**src/rtl/seg_pkg.sv**
```systemverilog
// Shared definitions for the pulse counter display: FSM encoding, BCD digit
// width and the 7-segment decode table.
package seg_pkg;

    localparam int BCD_W = 4;

    typedef logic [BCD_W-1:0] bcd_t;

    typedef enum logic [1:0] {
        ST_IDLE = 2'd0,
        ST_RUN  = 2'd1,
        ST_HOLD = 2'd2
    } state_t;

    // Segment patterns for 0-9, bit order {g,f,e,d,c,b,a}, 1 = segment lit.
    localparam logic [6:0] SEG_LUT [10] = '{
        7'h3F, 7'h06, 7'h5B, 7'h4F, 7'h66,
        7'h6D, 7'h7D, 7'h07, 7'h7F, 7'h6F
    };

    // Non-decimal codes blank the digit rather than showing garbage.
    function automatic logic [6:0] seg_decode(input bcd_t d);
        if (d > 4'd9) begin
            return 7'h00;
        end
        return SEG_LUT[d];
    endfunction

endpackage

```
**src/rtl/sig_debounce.sv**
```systemverilog
// Debounces an already-synchronised level and flags its 0->1 transitions.
module sig_debounce #(
    parameter int DEB_CYC = 1000
) (
    input  logic clk,
    input  logic rst,
    input  logic i_level,
    output logic o_rise
);

    localparam int CNT_W = (DEB_CYC > 1) ? $clog2(DEB_CYC) : 1;

    logic [CNT_W-1:0] r_cnt;
    logic             r_level;
    logic             r_rise;

    // Accept a new level once it has differed for DEB_CYC consecutive cycles.
    always_ff @(posedge clk) begin
        // NOTE: sequential state uses non-blocking assignments so every flop
        // samples pre-edge values regardless of statement order.
        if (rst) begin
            r_cnt   <= '0;
            r_level <= 1'b0;
            r_rise  <= 1'b0;
        end else begin
            r_rise <= 1'b0;
            if (i_level != r_level) begin
                if (r_cnt == CNT_W'(DEB_CYC - 1)) begin
                    r_level <= i_level;
                    r_cnt   <= '0;
                    r_rise  <= i_level;
                end else begin
                    r_cnt <= r_cnt + CNT_W'(1);
                end
            end else begin
                r_cnt <= '0;
            end
        end
    end

    assign o_rise = r_rise;

endmodule

```
**src/rtl/seg_pulse_counter.sv**
```systemverilog
// Pulse counter with burst detection, shown on a multiplexed 7-segment display.
// Digits 1:0 show the last closed burst, the upper digits the running total.
module seg_pulse_counter
    import seg_pkg::*;
#(
    parameter int N_DIGITS = 8,
    parameter int SCAN_DIV = 100000,
    parameter int DEB_CYC  = 1000,
    parameter int GAP_CYC  = 1000000
) (
    input  logic                clk,
    input  logic                rst,
    input  logic                button,
    input  logic                signal,
    output logic [N_DIGITS-1:0] led_en,
    output logic                led_ca,
    output logic                led_cb,
    output logic                led_cc,
    output logic                led_cd,
    output logic                led_ce,
    output logic                led_cf,
    output logic                led_cg,
    output logic                led_dp
);

    localparam int TOT_DIGITS = N_DIGITS - 2;
    localparam int IDX_W      = $clog2(N_DIGITS);
    localparam int DIV_W      = (SCAN_DIV > 1) ? $clog2(SCAN_DIV) : 1;
    localparam int GAP_W      = (GAP_CYC > 1) ? $clog2(GAP_CYC) : 1;
    localparam logic [N_DIGITS-1:0] EN_ONE = N_DIGITS'(1);

    logic r_btn_meta, r_btn_sync, r_btn_prev;
    logic r_sig_meta, r_sig_sync;
    logic w_btn_press, w_sig_edge;

    state_t r_state, w_state_next;
    logic   w_run, w_hold, w_clear;

    logic [TOT_DIGITS-1:0][BCD_W-1:0] r_total, w_total_inc;
    logic [1:0][BCD_W-1:0]            r_burst, r_last_burst, w_burst_inc;
    logic                             r_overflow, w_total_wrap;
    logic [GAP_W-1:0]                 r_gap;
    logic                             w_count, w_expire;

    logic [DIV_W-1:0]    r_scan_cnt;
    logic [IDX_W-1:0]    r_scan_idx;
    bcd_t                w_digit_val;
    logic                w_dp_on;
    logic                r_rst_d;
    logic [N_DIGITS-1:0] r_led_en;
    logic [6:0]          r_seg_n;
    logic                r_dp_n;

    // Two-flop synchronisers on both asynchronous inputs, plus button history.
    always_ff @(posedge clk) begin
        if (rst) begin
            r_btn_meta <= 1'b0;
            r_btn_sync <= 1'b0;
            r_btn_prev <= 1'b0;
            r_sig_meta <= 1'b0;
            r_sig_sync <= 1'b0;
        end else begin
            r_btn_meta <= button;
            r_btn_sync <= r_btn_meta;
            r_btn_prev <= r_btn_sync;
            r_sig_meta <= signal;
            r_sig_sync <= r_sig_meta;
        end
    end

    assign w_btn_press = r_btn_sync & ~r_btn_prev;

    sig_debounce #(
        .DEB_CYC (DEB_CYC)
    ) u_sig_debounce (
        .clk     (clk),
        .rst     (rst),
        .i_level (r_sig_sync),
        .o_rise  (w_sig_edge)
    );

    // Mode FSM state register.
    always_ff @(posedge clk) begin
        if (rst) begin
            r_state <= ST_IDLE;
        end else begin
            r_state <= w_state_next;
        end
    end

    // Mode FSM next state: each press steps IDLE -> RUN -> HOLD -> IDLE.
    always_comb begin
        // NOTE: the default first assignment keeps this block free of latches.
        w_state_next = r_state;
        if (w_btn_press) begin
            case (r_state)
                ST_IDLE: w_state_next = ST_RUN;
                ST_RUN:  w_state_next = ST_HOLD;
                ST_HOLD: w_state_next = ST_IDLE;
                default: w_state_next = ST_IDLE;
            endcase
        end
    end

    // Mode FSM outputs; a press in RUN wins over a same-cycle signal edge.
    always_comb begin
        w_run   = (r_state == ST_RUN) && !w_btn_press;
        w_hold  = (r_state == ST_HOLD);
        w_clear = w_btn_press && (r_state != ST_RUN);
    end

    // BCD increment of the total; a carry out of the top digit means wrap.
    always_comb begin
        logic v_carry;
        v_carry     = 1'b1;
        w_total_inc = r_total;
        for (int k = 0; k < TOT_DIGITS; k++) begin
            if (v_carry) begin
                if (r_total[k] == 4'd9) begin
                    w_total_inc[k] = '0;
                end else begin
                    w_total_inc[k] = r_total[k] + 4'd1;
                    v_carry        = 1'b0;
                end
            end
        end
        w_total_wrap = v_carry;
    end

    // Saturating two-digit BCD increment of the burst count.
    always_comb begin
        w_burst_inc = r_burst;
        if (r_burst == 8'h99) begin
            w_burst_inc = r_burst;
        end else if (r_burst[0] == 4'd9) begin
            w_burst_inc[0] = '0;
            w_burst_inc[1] = r_burst[1] + 4'd1;
        end else begin
            w_burst_inc[0] = r_burst[0] + 4'd1;
        end
    end

    assign w_count  = w_run && w_sig_edge;
    assign w_expire = w_run && (|r_burst) && (r_gap == GAP_W'(GAP_CYC - 1));

    // Counters and gap timer; they only move in RUN, so HOLD freezes them.
    always_ff @(posedge clk) begin
        if (rst || w_clear) begin
            r_total      <= '0;
            r_burst      <= '0;
            r_last_burst <= '0;
            r_overflow   <= 1'b0;
            r_gap        <= '0;
        end else if (w_count) begin
            r_total <= w_total_inc;
            r_gap   <= '0;
            if (w_total_wrap) begin
                r_overflow <= 1'b1;
            end
            if (w_expire) begin
                r_last_burst <= r_burst;
                r_burst      <= 8'h01;
            end else begin
                r_burst <= w_burst_inc;
            end
        end else if (w_expire) begin
            r_last_burst <= r_burst;
            r_burst      <= '0;
            r_gap        <= '0;
        end else if (w_run && (|r_burst)) begin
            r_gap <= r_gap + GAP_W'(1);
        end
    end

    // Round-robin digit scan, one digit every SCAN_DIV cycles.
    always_ff @(posedge clk) begin
        if (rst) begin
            r_scan_cnt <= '0;
            r_scan_idx <= '0;
        end else if (r_scan_cnt == DIV_W'(SCAN_DIV - 1)) begin
            r_scan_cnt <= '0;
            if (r_scan_idx == IDX_W'(N_DIGITS - 1)) begin
                r_scan_idx <= '0;
            end else begin
                r_scan_idx <= r_scan_idx + IDX_W'(1);
            end
        end else begin
            r_scan_cnt <= r_scan_cnt + DIV_W'(1);
        end
    end

    // Select the value and decimal point for the digit currently scanned.
    always_comb begin
        w_digit_val = '0;
        if (r_scan_idx == IDX_W'(0)) begin
            w_digit_val = r_last_burst[0];
        end else if (r_scan_idx == IDX_W'(1)) begin
            w_digit_val = r_last_burst[1];
        end
        for (int k = 0; k < TOT_DIGITS; k++) begin
            if (r_scan_idx == IDX_W'(k + 2)) begin
                w_digit_val = r_total[k];
            end
        end
        w_dp_on = (r_scan_idx == IDX_W'(2))
                || ((r_scan_idx == IDX_W'(0)) && w_hold)
                || ((r_scan_idx == IDX_W'(N_DIGITS - 1)) && r_overflow);
    end

    // Registered display drive, held dark during reset and the cycle after.
    always_ff @(posedge clk) begin
        r_rst_d <= rst;
        if (rst || r_rst_d) begin
            r_led_en <= '1;
            r_seg_n  <= '1;
            r_dp_n   <= 1'b1;
        end else begin
            r_led_en <= ~(EN_ONE << r_scan_idx);
            r_seg_n  <= ~seg_decode(w_digit_val);
            r_dp_n   <= ~w_dp_on;
        end
    end

    assign led_en = r_led_en;
    assign {led_cg, led_cf, led_ce, led_cd, led_cc, led_cb, led_ca} = r_seg_n;
    assign led_dp = r_dp_n;

endmodule
```
**config.mk**
```make
export PLATFORM = sky130hd
export DESIGN_NAME = seg_pulse_counter
export DESIGN_NICKNAME = d
export VERILOG_FILES = /design/src/rtl/seg_pkg.sv /design/src/rtl/sig_debounce.sv /design/src/rtl/seg_pulse_counter.sv
export SDC_FILE = /design/constraint.sdc
export NUM_CORES = 1
export LEC_CHECK = 0
export CAP_MARGIN = 20
export CORE_AREA = 2 2 108 121
export DETAILED_ROUTE_END_ITERATION = 12
export DIE_AREA = 0 0 110 123
export GPL_TIMING_DRIVEN = 0
export PLACE_DENSITY_LB_ADDON = 0.05
export SLEW_MARGIN = 20
export SYNTH_ARGS = -nofsm -noshare
export SYNTH_HDL_FRONTEND = slang
export SYNTH_SLANG_ARGS = --single-unit
```
**constraint.sdc**
```tcl
create_clock -name clk -period 3.4 [get_ports clk]
set_input_delay 0.68 -clock clk [delete_from_list [all_inputs] [get_ports clk]]
set_output_delay 0.68 -clock clk [all_outputs]
set_load 0.01 [all_outputs]
```
==> out/results.ini <==
[critical_path]
path_cells = clkbuf_1 -> inv_1 -> ha_1 -> clkbuf_1 -> nor2_1 -> o221ai_1 -> a32oi_1 -> inv_1 -> ha_1 -> nor3_1 -> o21ai_0
crit_family = buffers and inverters
r2r-start = r_scan_idx[2]
cp_num_buf_inv = 4
end_kind = flip-flop
cp_num_cells = 11
required_ns = 3.69
crit_arrival_ns = 3.30
critPathKind = flip-flop to flip-flop
r2r_slack_ns = 0.39
reg2reg_depth = 11
start_kind = flip-flop
crit_fanout = 8
r2r-end = r_seg_n[3]
crit_path_max_incr_delay_ns = 0.49
slowest_stage = a32oi_1

[min_path]
hp-start = r_sig_meta
holdPathStages = 1
hp-class = flip-flop to flip-flop
hold_end = r_sig_sync

[run_status]
status = finished clean

[route]
dr.pass1.iters = 5
routed_via_density = 5.32
drcViolationCount = 0
drt_wl_total_um = 12200
dr_total_vias = 4470
drt-initial-drc-count = 259
ant_nets = 0
wl_per_cell_um = 14.6

[pwr]
clock_power_share = 0.540
swShare = 0.208
power.leakage_nw = 2.28
p_int_mw = 2.52
peakVddDrop_v = 0.000366
power_switching_mw = 0.661
power_per_cell_area_nw_per_um2 = 496
combPwrFrac = 0.023
p_seq_frac = 0.438

[global_routing]
antenna_found_initial = 0
track_usage = 0.193
grt_max_degree = 17
grt_pass1_vias = 4153
grt_overflow_total = 0
grt_first_pass_wirelength_um = 19800

[placement]
gp_congestion = 0.826
dpl.hpwl_um = 8710
port_buffers = 19
placed_cells_incl_taps = 809

[synth]
synthDistinctLibCells = 58
ys.warnings.count = 0
syn-num-nets = 655
synth_top_area_frac = 0.429
async_flop_share = 0
avgSynthCellArea_um2 = 8.62
syn_area_um2 = 5460
synth_top_cells_by_count = dfxtp_1, nor2_1, nand2_1
synth_flop_cell = dfxtp_1
netlist_instances = 633
synth_top_cell_by_area = dfxtp_1
yosysMostFrequentCell = dfxtp_1
ys_seq_area_frac = 0.429
synth_edf_count = 0
synthTopCellsByArea = dfxtp_1, nor2_1, xnor2_1, xor2_1, ha_1
ys_ff_latch = 117

[sta]
tns_ns = 0
grt_setup_unrepaired = no
min_period_over_period = 0.886
worst_pin_slew_ns = 1.15
hold_ws_ns = 0.436
slew_headroom = 0.231
timing.final.hold_violations = 0
clock_skew_ns = 0.00705
fmax_mhz = 332
maxSlewViolCount = 0
period_needed_ns = 3.01
setup_viol = 0

[clocking]
path_clk_slew_ns = 0.05
clock-root-buffer = clkbuf_16
clock_sinks = 117
hold_buffers = 0
cts_tree = yes
post_cts_buffers = 0
clock_path_buffers = 2
insertion_delay_ns = 0.42
cts_resized = 0
numCtsBuffers = 17
htree_levels = 4

[floorplan]
die_h_um = 123
initial_core_util = 0.443
die_area_um2 = 13500
std_cell_rows = 43
die_w_um = 110
num_io_pins = 20
placeableCoreArea_um2 = 12300

[final_layout]
finalNonFillerCells = 841
drive_gt1_frac = 0.0716
final_nets = 693
area_delta_synth_final_pct = 17.7
antennaDiodeCount = 0

[job]
cap_violations = 0

==> cells by family after synthesis <==
group,share of synthesized area
AND/OR/NAND/NOR,0.269
flip-flops,0.429
AO/OA/AOI/OAI,0.110
buffers and inverters,0.0408
XOR/XNOR,0.0851
adder cells (fa/ha/maj),0.0413
multiplexers,0.0239
==> power groups by stage <==
stage | Combinational (mW) | Clock (mW) | Sequential, mW
after floorplan | 0.0393 | 0 | 1.42
after global placement | 0.0713 | 0 | 1.42
after detailed placement | 0.0730 | 0 | 1.42
after CTS | 0.0731 | 1.76 | 1.39
after global routing | 0.0788 | 1.82 | 1.39
final | 0.0718 | 1.72 | 1.39
==> sequential cells by signal, summed over array words and instances, names as in the netlist <==
name / cells
r_gap: 20
r_state: 2
r_overflow: 1
r_burst: 8
r_btn_meta: 1
r_scan_cnt: 17
u_sig_debounce.o_rise: 1
r_btn_prev: 1
led_en: 8
r_scan_idx: 3
r_last_burst: 8
r_rst_d: 1
u_sig_debounce.r_cnt: 10
r_seg_n: 7
led_dp: 1
r_sig_sync: 1
r_btn_sync: 1
r_total: 24
r_sig_meta: 1
u_sig_debounce.r_level: 1
==> worst register-to-register path: stages, from the launching register on <==
cell,delay (ns)
dfxtp_1,0.33
clkbuf_1,0.31
inv_1,0.18
ha_1,0.23
clkbuf_1,0.20
nor2_1,0.22
o221ai_1,0.17
a32oi_1,0.49
inv_1,0.14
ha_1,0.34
nor3_1,0.18
o21ai_0,0.11
==> worst max path at each step <==
stage	startpoint	slack (ns)	endpoint
after floorplan	r_scan_idx[2]	0.94	r_seg_n[6]
after global placement	r_scan_idx[2]	0.47	r_seg_n[3]
after detailed placement	r_scan_idx[2]	0.46	r_seg_n[3]
after CTS	r_scan_idx[2]	0.43	r_seg_n[3]
after global routing	r_scan_idx[2]	0.13	r_seg_n[3]
final	r_scan_idx[2]	0.39	r_seg_n[3]
==> per-layer routing <==
metal | track usage | share of wire | up-vias | wire [um]
met2 | 0.304 | 0.47 | 88 | 5780
met3 | 0.0474 | 0.040 | 26 | 491
met5 | 0 | 0 | - | 0
li1 | - | - | 2267 | -
met1 | 0.237 | 0.46 | 2089 | 5650
met4 | 0.113 | 0.026 | 0 | 321
==> layout by cell type (no fill, tap or decap), types with 18 or more instances in the layout <==
master and instances:
clkbuf_1 23, a21oi_1 27, nand2_1 39, inv_1 28, ha_1 18, nand3_1 35
o21ai_0 27, xnor2_1 27, dfxtp_1 117, clkdlybuf4s50_1 19, nor2b_1 19, xor2_1 26
nor2_1 92
==> metrics by stage <==
step	util	cell area, um^2	total power [mW]	setup slack (ns)
2_1_floorplan	-	5460	1.46	0.943
3_3_place_gp	0.474	5840	1.49	0.474
3_5_place_dp	0.474	5840	1.49	0.455
4_1_cts	0.520	6410	3.23	0.427
5_1_grt	0.521	6420	3.29	0.130
6_report	0.521	6420	3.18	0.388
==> area by class of cell <==
type	count	area (um^2)
buffer	25	114
clock buffer	23	468
clock inverter	9	103
fill	1179	5900
inverter	29	109
multi-input combinational	462	2900
sequential	117	2340
tap	157	196
timing repair buffer	19	190
Note: power is estimated with default switching activity, not from simulation.
